## src/rtl/ysyx_25070198_bus_pkg.sv

```systemverilog
// Shared types and defaults for the IFU/LSU data-memory arbiter.
package ysyx_25070198_bus_pkg;

  localparam int ADDR_W_DEF       = 32;
  localparam int DATA_W_DEF       = 32;
  localparam int TIMEOUT_DEF      = 255;
  localparam int WD_CNT_MIN_W     = 8;

  typedef enum logic [1:0] {
    IDLE = 2'd0,
    REQ  = 2'd1,
    RESP = 2'd2,
    DONE = 2'd3
  } arb_state_t;

  typedef enum logic {
    MST_IFU = 1'b0,
    MST_LSU = 1'b1
  } master_id_t;

  // Watchdog width: wide enough for the limit, never narrower than 8 bits.
  function automatic int wd_cnt_w(input int limit);
    int w;
    w = $clog2(limit + 1);
    return (w > WD_CNT_MIN_W) ? w : WD_CNT_MIN_W;
  endfunction

endpackage

```

## src/rtl/ysyx_25070198_rr_pick.sv

```systemverilog
// Two-input round-robin pick: on a tie the master that was not granted last wins.
module ysyx_25070198_rr_pick
  import ysyx_25070198_bus_pkg::*;
(
  input  logic       ifu_req,
  input  logic       lsu_req,
  input  master_id_t last_grant,
  output master_id_t grant
);

  always_comb begin
    grant = MST_IFU;
    if (ifu_req && lsu_req) begin
      grant = (last_grant == MST_LSU) ? MST_IFU : MST_LSU;
    end else if (lsu_req) begin
      grant = MST_LSU;
    end
  end

endmodule

```

## src/rtl/ysyx_25070198_mem_arb.sv

```systemverilog
// IFU/LSU arbiter for the single data-memory port, one transaction at a time.
// Optional watchdog enabled by defining YSYX_25070198_ARB_TIMEOUT_EN.
//
// state | meaning
// IDLE  | waiting for a request; grant and register the command
// REQ   | mem_reqValid high, command held until mem_reqReady
// RESP  | waiting for mem_respValid, capture rdata
// DONE  | one-cycle respValid pulse to the owning master
module ysyx_25070198_mem_arb
  import ysyx_25070198_bus_pkg::*;
#(
  parameter int ADDR_W         = ADDR_W_DEF,
  parameter int DATA_W         = DATA_W_DEF,
  parameter int TIMEOUT_CYCLES = TIMEOUT_DEF
) (
  input  logic                clk,
  input  logic                rst_n,
  input  logic                ifu_reqValid,
  input  logic [ADDR_W-1:0]   ifu_raddr,
  output logic                ifu_respValid,
  output logic [DATA_W-1:0]   ifu_rdata,
  output logic                ifu_respErr,
  input  logic                lsu_reqValid,
  input  logic                lsu_wen,
  input  logic [ADDR_W-1:0]   lsu_addr,
  input  logic [DATA_W-1:0]   lsu_wdata,
  input  logic [DATA_W/8-1:0] lsu_wmask,
  output logic                lsu_respValid,
  output logic [DATA_W-1:0]   lsu_rdata,
  output logic                lsu_respErr,
  output logic                mem_reqValid,
  input  logic                mem_reqReady,
  output logic                mem_wen,
  output logic [ADDR_W-1:0]   mem_addr,
  output logic [DATA_W-1:0]   mem_wdata,
  output logic [DATA_W/8-1:0] mem_wmask,
  input  logic                mem_respValid,
  input  logic [DATA_W-1:0]   mem_rdata,
  output logic                busy
);

  if (TIMEOUT_CYCLES < 2) begin : g_bad_timeout
    $error("TIMEOUT_CYCLES must be at least 2");
  end

  arb_state_t          state_q, state_d;
  master_id_t          last_grant_q, owner_q, pick;
  logic                wen_q;
  logic [ADDR_W-1:0]   addr_q;
  logic [DATA_W-1:0]   wdata_q;
  logic [DATA_W/8-1:0] wmask_q;
  logic [DATA_W-1:0]   rdata_q;
  logic                grant_en;
  logic                resp_take;
  logic                wd_expire;
  logic                err;

  ysyx_25070198_rr_pick u_rr_pick (
    .ifu_req    (ifu_reqValid),
    .lsu_req    (lsu_reqValid),
    .last_grant (last_grant_q),
    .grant      (pick)
  );

  assign grant_en  = (state_q == IDLE) && (ifu_reqValid || lsu_reqValid);
  assign resp_take = (state_q == RESP) && mem_respValid;

`ifdef YSYX_25070198_ARB_TIMEOUT_EN
  localparam int CNT_W = wd_cnt_w(TIMEOUT_CYCLES);

  logic [CNT_W-1:0] wd_cnt_q;
  logic             err_q;

  always_ff @(posedge clk or negedge rst_n) begin
    if (!rst_n) begin
      wd_cnt_q <= '0;
    end else if (grant_en) begin
      wd_cnt_q <= '0;
    end else if (state_q == REQ || state_q == RESP) begin
      wd_cnt_q <= wd_cnt_q + 1'b1;
    end
  end

  // Grant cycle counts as cycle 0, so the forced DONE lands on cycle TIMEOUT_CYCLES.
  assign wd_expire = (state_q == REQ || state_q == RESP) &&
                     (wd_cnt_q == CNT_W'(TIMEOUT_CYCLES - 2));

  always_ff @(posedge clk or negedge rst_n) begin
    if (!rst_n) begin
      err_q <= 1'b0;
    end else if (grant_en) begin
      err_q <= 1'b0;
    end else if (wd_expire) begin
      err_q <= 1'b1;
    end
  end

  assign err = err_q;
`else
  assign wd_expire = 1'b0;
  assign err       = 1'b0;
`endif

  always_ff @(posedge clk or negedge rst_n) begin
    if (!rst_n) begin
      state_q <= IDLE;
    end else begin
      state_q <= state_d;
    end
  end

  always_comb begin
    state_d = state_q;
    case (state_q)
      IDLE: if (grant_en) state_d = REQ;
      REQ: begin
        if (wd_expire) state_d = DONE;
        else if (mem_reqReady) state_d = RESP;
      end
      RESP: begin
        if (wd_expire || mem_respValid) state_d = DONE;
      end
      DONE: state_d = IDLE;
      default: state_d = IDLE;
    endcase
  end

  always_ff @(posedge clk or negedge rst_n) begin
    if (!rst_n) begin
      last_grant_q <= MST_LSU;
      owner_q      <= MST_IFU;
      wen_q        <= 1'b0;
      addr_q       <= '0;
      wdata_q      <= '0;
      wmask_q      <= '0;
    end else if (grant_en) begin
      last_grant_q <= pick;
      owner_q      <= pick;
      if (pick == MST_IFU) begin
        wen_q   <= 1'b0;
        addr_q  <= ifu_raddr;
        wdata_q <= '0;
        wmask_q <= '0;
      end else begin
        wen_q   <= lsu_wen;
        addr_q  <= lsu_addr;
        wdata_q <= lsu_wdata;
        wmask_q <= lsu_wmask;
      end
    end
  end

  // A timeout wins over a response arriving in the same cycle.
  always_ff @(posedge clk or negedge rst_n) begin
    if (!rst_n) begin
      rdata_q <= '0;
    end else if (wd_expire) begin
      rdata_q <= '0;
    end else if (resp_take) begin
      rdata_q <= mem_rdata;
    end
  end

  assign mem_reqValid  = (state_q == REQ);
  assign mem_wen       = wen_q;
  assign mem_addr      = addr_q;
  assign mem_wdata     = wdata_q;
  assign mem_wmask     = wmask_q;
  assign busy          = (state_q != IDLE);

  assign ifu_respValid = (state_q == DONE) && (owner_q == MST_IFU);
  assign lsu_respValid = (state_q == DONE) && (owner_q == MST_LSU);
  assign ifu_rdata     = ifu_respValid ? rdata_q : '0;
  assign lsu_rdata     = lsu_respValid ? rdata_q : '0;
  assign ifu_respErr   = ifu_respValid & err;
  assign lsu_respErr   = lsu_respValid & err;

endmodule

```

## config.mk

```make
export PLATFORM = sky130hd
export DESIGN_NAME = ysyx_25070198_mem_arb
export DESIGN_NICKNAME = d
export VERILOG_FILES = /design/src/rtl/ysyx_25070198_bus_pkg.sv /design/src/rtl/ysyx_25070198_rr_pick.sv /design/src/rtl/ysyx_25070198_mem_arb.sv
export SDC_FILE = /design/constraint.sdc
export NUM_CORES = 1
export LEC_CHECK = 0
export ABC_CLOCK_PERIOD_IN_PS = 1700
export BUFFER_PORTS_ARGS = -buffer_cell sky130_fd_sc_hd__buf_2
export CAP_MARGIN = 20
export CELL_PAD_IN_SITES_DETAIL_PLACEMENT = 0
export CELL_PAD_IN_SITES_GLOBAL_PLACEMENT = 2
export CORE_UTILIZATION = 25
export DETAILED_ROUTE_END_ITERATION = 8
export GPL_TIMING_DRIVEN = 0
export PLACE_DENSITY = 0.92
export SLEW_MARGIN = 20
export SYNTH_ARGS = -nofsm -noshare
export SYNTH_HDL_FRONTEND = slang
export SYNTH_SLANG_ARGS = --single-unit
```

## constraint.sdc

```tcl
create_clock -name clk -period 1.7 [get_ports clk]
set_input_delay 0.255 -clock clk [delete_from_list [all_inputs] [get_ports clk]]
set_output_delay 0.255 -clock clk [all_outputs]
set_load 0.005 [all_outputs]
```

==> impl_metrics.toml <==
[job]
maxCapViolCount = 0

[routing]
routedWlPerCell_um = 15.0
viasPerCell = 4.46
post-route-drc-count = 38
drtIter0Drc = 226
drt.antenna.violating_nets = 0
dr.pass1.iters = 7
vias = 4280
wl_mm = 14.4

[layout]
syn_to_final_growth_pct = 56.1
layout_common_cells = "buf_2 (254), dfrtp_1 (102), a21oi_1 (64)"
final_common_cell = "buf_2"
stdcell_area_mm2 = 0.00726
layout.nets = 869
final_cell_count_no_fill = 960
antenna_cells = 0
layout-drive-gt1-share_pct = 56.5

[worst_setup_path]
critPathCaptureType = "output pin"
path_class = "register to output pin"
start_kind = "register"
worst-endpoint-arrival_ns = 1.64
crit_required_ns = 1.44
crit_fanout = 7

[global_route]
met3_usage_pct = 4.09
grt.busiest_layer = "met2"
grt_first_pass_wirelength_mm = 22.5
grt_usage_pct = 15.0
overflow = 0
use_met2_pct = 23.8
antenna_found_initial = 0
grt_use_met1_pct = 19.2
first_global_vias = 4216
grt_max_degree = 58

[synth]
postSynthAreaPerCell_um2 = 10.9
synth-edff-count = 0
ys_warn_count = 0
synth.area.top_cells = "dfrtp_1 (56%), mux2_2 (8.0%), a22o_1 (7.0%)"
synth_top_area_cell = "dfrtp_1"
yosysSeqAreaShare_pct = 56.5
synthCells = 425
synthesis.area_mm2 = 0.00465
synth_cell_type_count = 27
yosys.area.top_type_share_pct = 55.9
ys_ff_latch = 105
async_flop_share_pct = 100
ys.flop_type = "dfrtp_1"

[die]
ioPinCount = 278
start_util_pct = 25.7
dieArea_mm2 = 0.0192
die_x_um = 138
coreArea_mm2 = 0.0181
die_h_um = 138
placement_rows = 49

[clock_tree]
clock_sinks = 105
cts_tree = "built"
cts_buffers = 9
cts-root-buf = "clkbuf_16"
cts_buffer_depth = 2
clkLatencyLatePin_ns = 0.35
clkTransAtPathRegs_ns = 0.08
htreeDepth = 3

[placed_design]
globalplace.congestion = 0.786
dp_hpwl_mm = 10.4
placedInstanceArea_mm2 = 0.00635
io_buffers = 275
dp.cells = 931

[sta]
max_freq_mhz = 527
slew_viol_final = 0
skew_ns = 0.00724
setup_ws_ns = -0.196
rsz0062_at_grt = "yes"
fin_crit_ns = 1.90
period_share_pct = 112
final-setup-viol-count = 67
tns_ns = -8.68
hold_violations = 0

[power_and_ir_drop]
power_mw = 12.3
ir_worst_vdd_uv = 657
leakage_nw = 3.80
power.density_mw_per_mm2 = 1700

[min_path]
min_path_type = "input pin to register"

[run_status]
status = "finished with violations"
violations = "DRC, setup timing"
[sequential cells by signal (all words and copies together) (netlist names)]
name	count
mem_wmask	4
mem_wen	1
state_q	2
mem_wdata	32
rdata_q	32
owner_q	1
last_grant_q	1
mem_addr	32
[synth_stat cells (2+ instances only)]
cell	count
dfrtp_1	104
a21oi_1	64
a22o_1	37
and2_1	33
mux2_2	33
nand2_1	33
nor2_1	33
and3_1	32
clkbuf_1	15
buf_2	12
ha_1	4
inv_1	4
buf_1	3
a21o_1	2
buf_4	2
buf_6	2
nor2b_1	2
[stage by stage]
stage | setup slack (ns) | hold WS, ns | util, %
final | -0.196 | 0.114 | 40.1
after global routing | -0.261 | 0.0938 | 40.1
after CTS | -0.199 | 0.0875 | 38.8
after detailed placement | -0.343 | 0.228 | 35.1
after global placement | -0.951 | 0.471 | 34.9
after floorplan | 0.189 | -0.0406 | -
[cell type report]
| type | count | area, µm² |
|---|---|---|
| Fill cell | 1773 | 10800 |
| Tap cell | 229 | 287 |
| Clock inverter | 7 | 67.6 |
| Multi-Input combinational cell | 282 | 2000 |
| Timing Repair Buffer | 289 | 1760 |
| Clock buffer | 9 | 225 |
| Buffer | 35 | 269 |
| Sequential cell | 105 | 2630 |
| Inverter | 4 | 15.0 |
[layer usage]
metal  share of wire, %  vias up  wire (µm)
met5                  0        -          0
met4                1.7        0        250
met3                7.6       16       1100
met2                 48      186       6910
met1                 43     2005       6120
li1                   -     2073          -
[report_power, final]
group / internal, mW / total, mW / switching (mW)
logic: 3.20 / 5.73 / 2.53
registers: 3.76 / 4.53 / 0.763
clock network: 1.04 / 2.08 / 1.05
total: 8.00 / 12.3 / 4.34
[path summary, 6_finish.rpt]
path                               start             to  slack, ns  depth (start not counted)
hold / removal              lsu_wmask[2]   mem_wmask[2]       0.11                          2
setup reg to reg              state_q[0]     state_q[1]       0.01                          5
hold reg to reg            mem_wdata[21]  mem_wdata[21]       0.50                          1
setup / recovery              state_q[1]  ifu_rdata[14]      -0.20                          6
max in group asynchronous          rst_n        owner_q       0.62                          3
min in group asynchronous          rst_n    mem_addr[1]       0.41                          2
[logic make-up (layout without fill, tap and decap cells)]
kind of cell             count (synthesis)  in the layout  share of synthesized area [%]
flip-flops                             105            105                           56.5
AND/OR/NAND/NOR                        134            134                           14.8
multiplexers                            33             33                           7.99
AO/OA/AOI/OAI                          109            109                           15.4
adder cells (fa/ha/maj)                  4              4                           1.08
other                                    1              2                         0.0806
buffers and inverters                   39            344                           4.20
[critical path, cell delays in order, from the launching register on]
cell       delay (ns)
dfrtp_1          0.43
ha_4             0.19
nor2b_4          0.13
buf_12           0.14
clkbuf_16        0.14
and2_1           0.15
buf_2            0.12
[repair_timing]
| item | in CTS | in global routing |
|---|---|---|
| hold buffers | 1 | 0 |
| buffers inserted | 4 | 6 |
| setup endpoints to repair | 148 | 82 |
| gates cloned | 2 | 1 |
| pin swaps | 2 | 7 |
| hold endpoints to repair | 48 | 0 |
| resized for setup | 74 | 52 |
(Power assumes the default switching activity.)
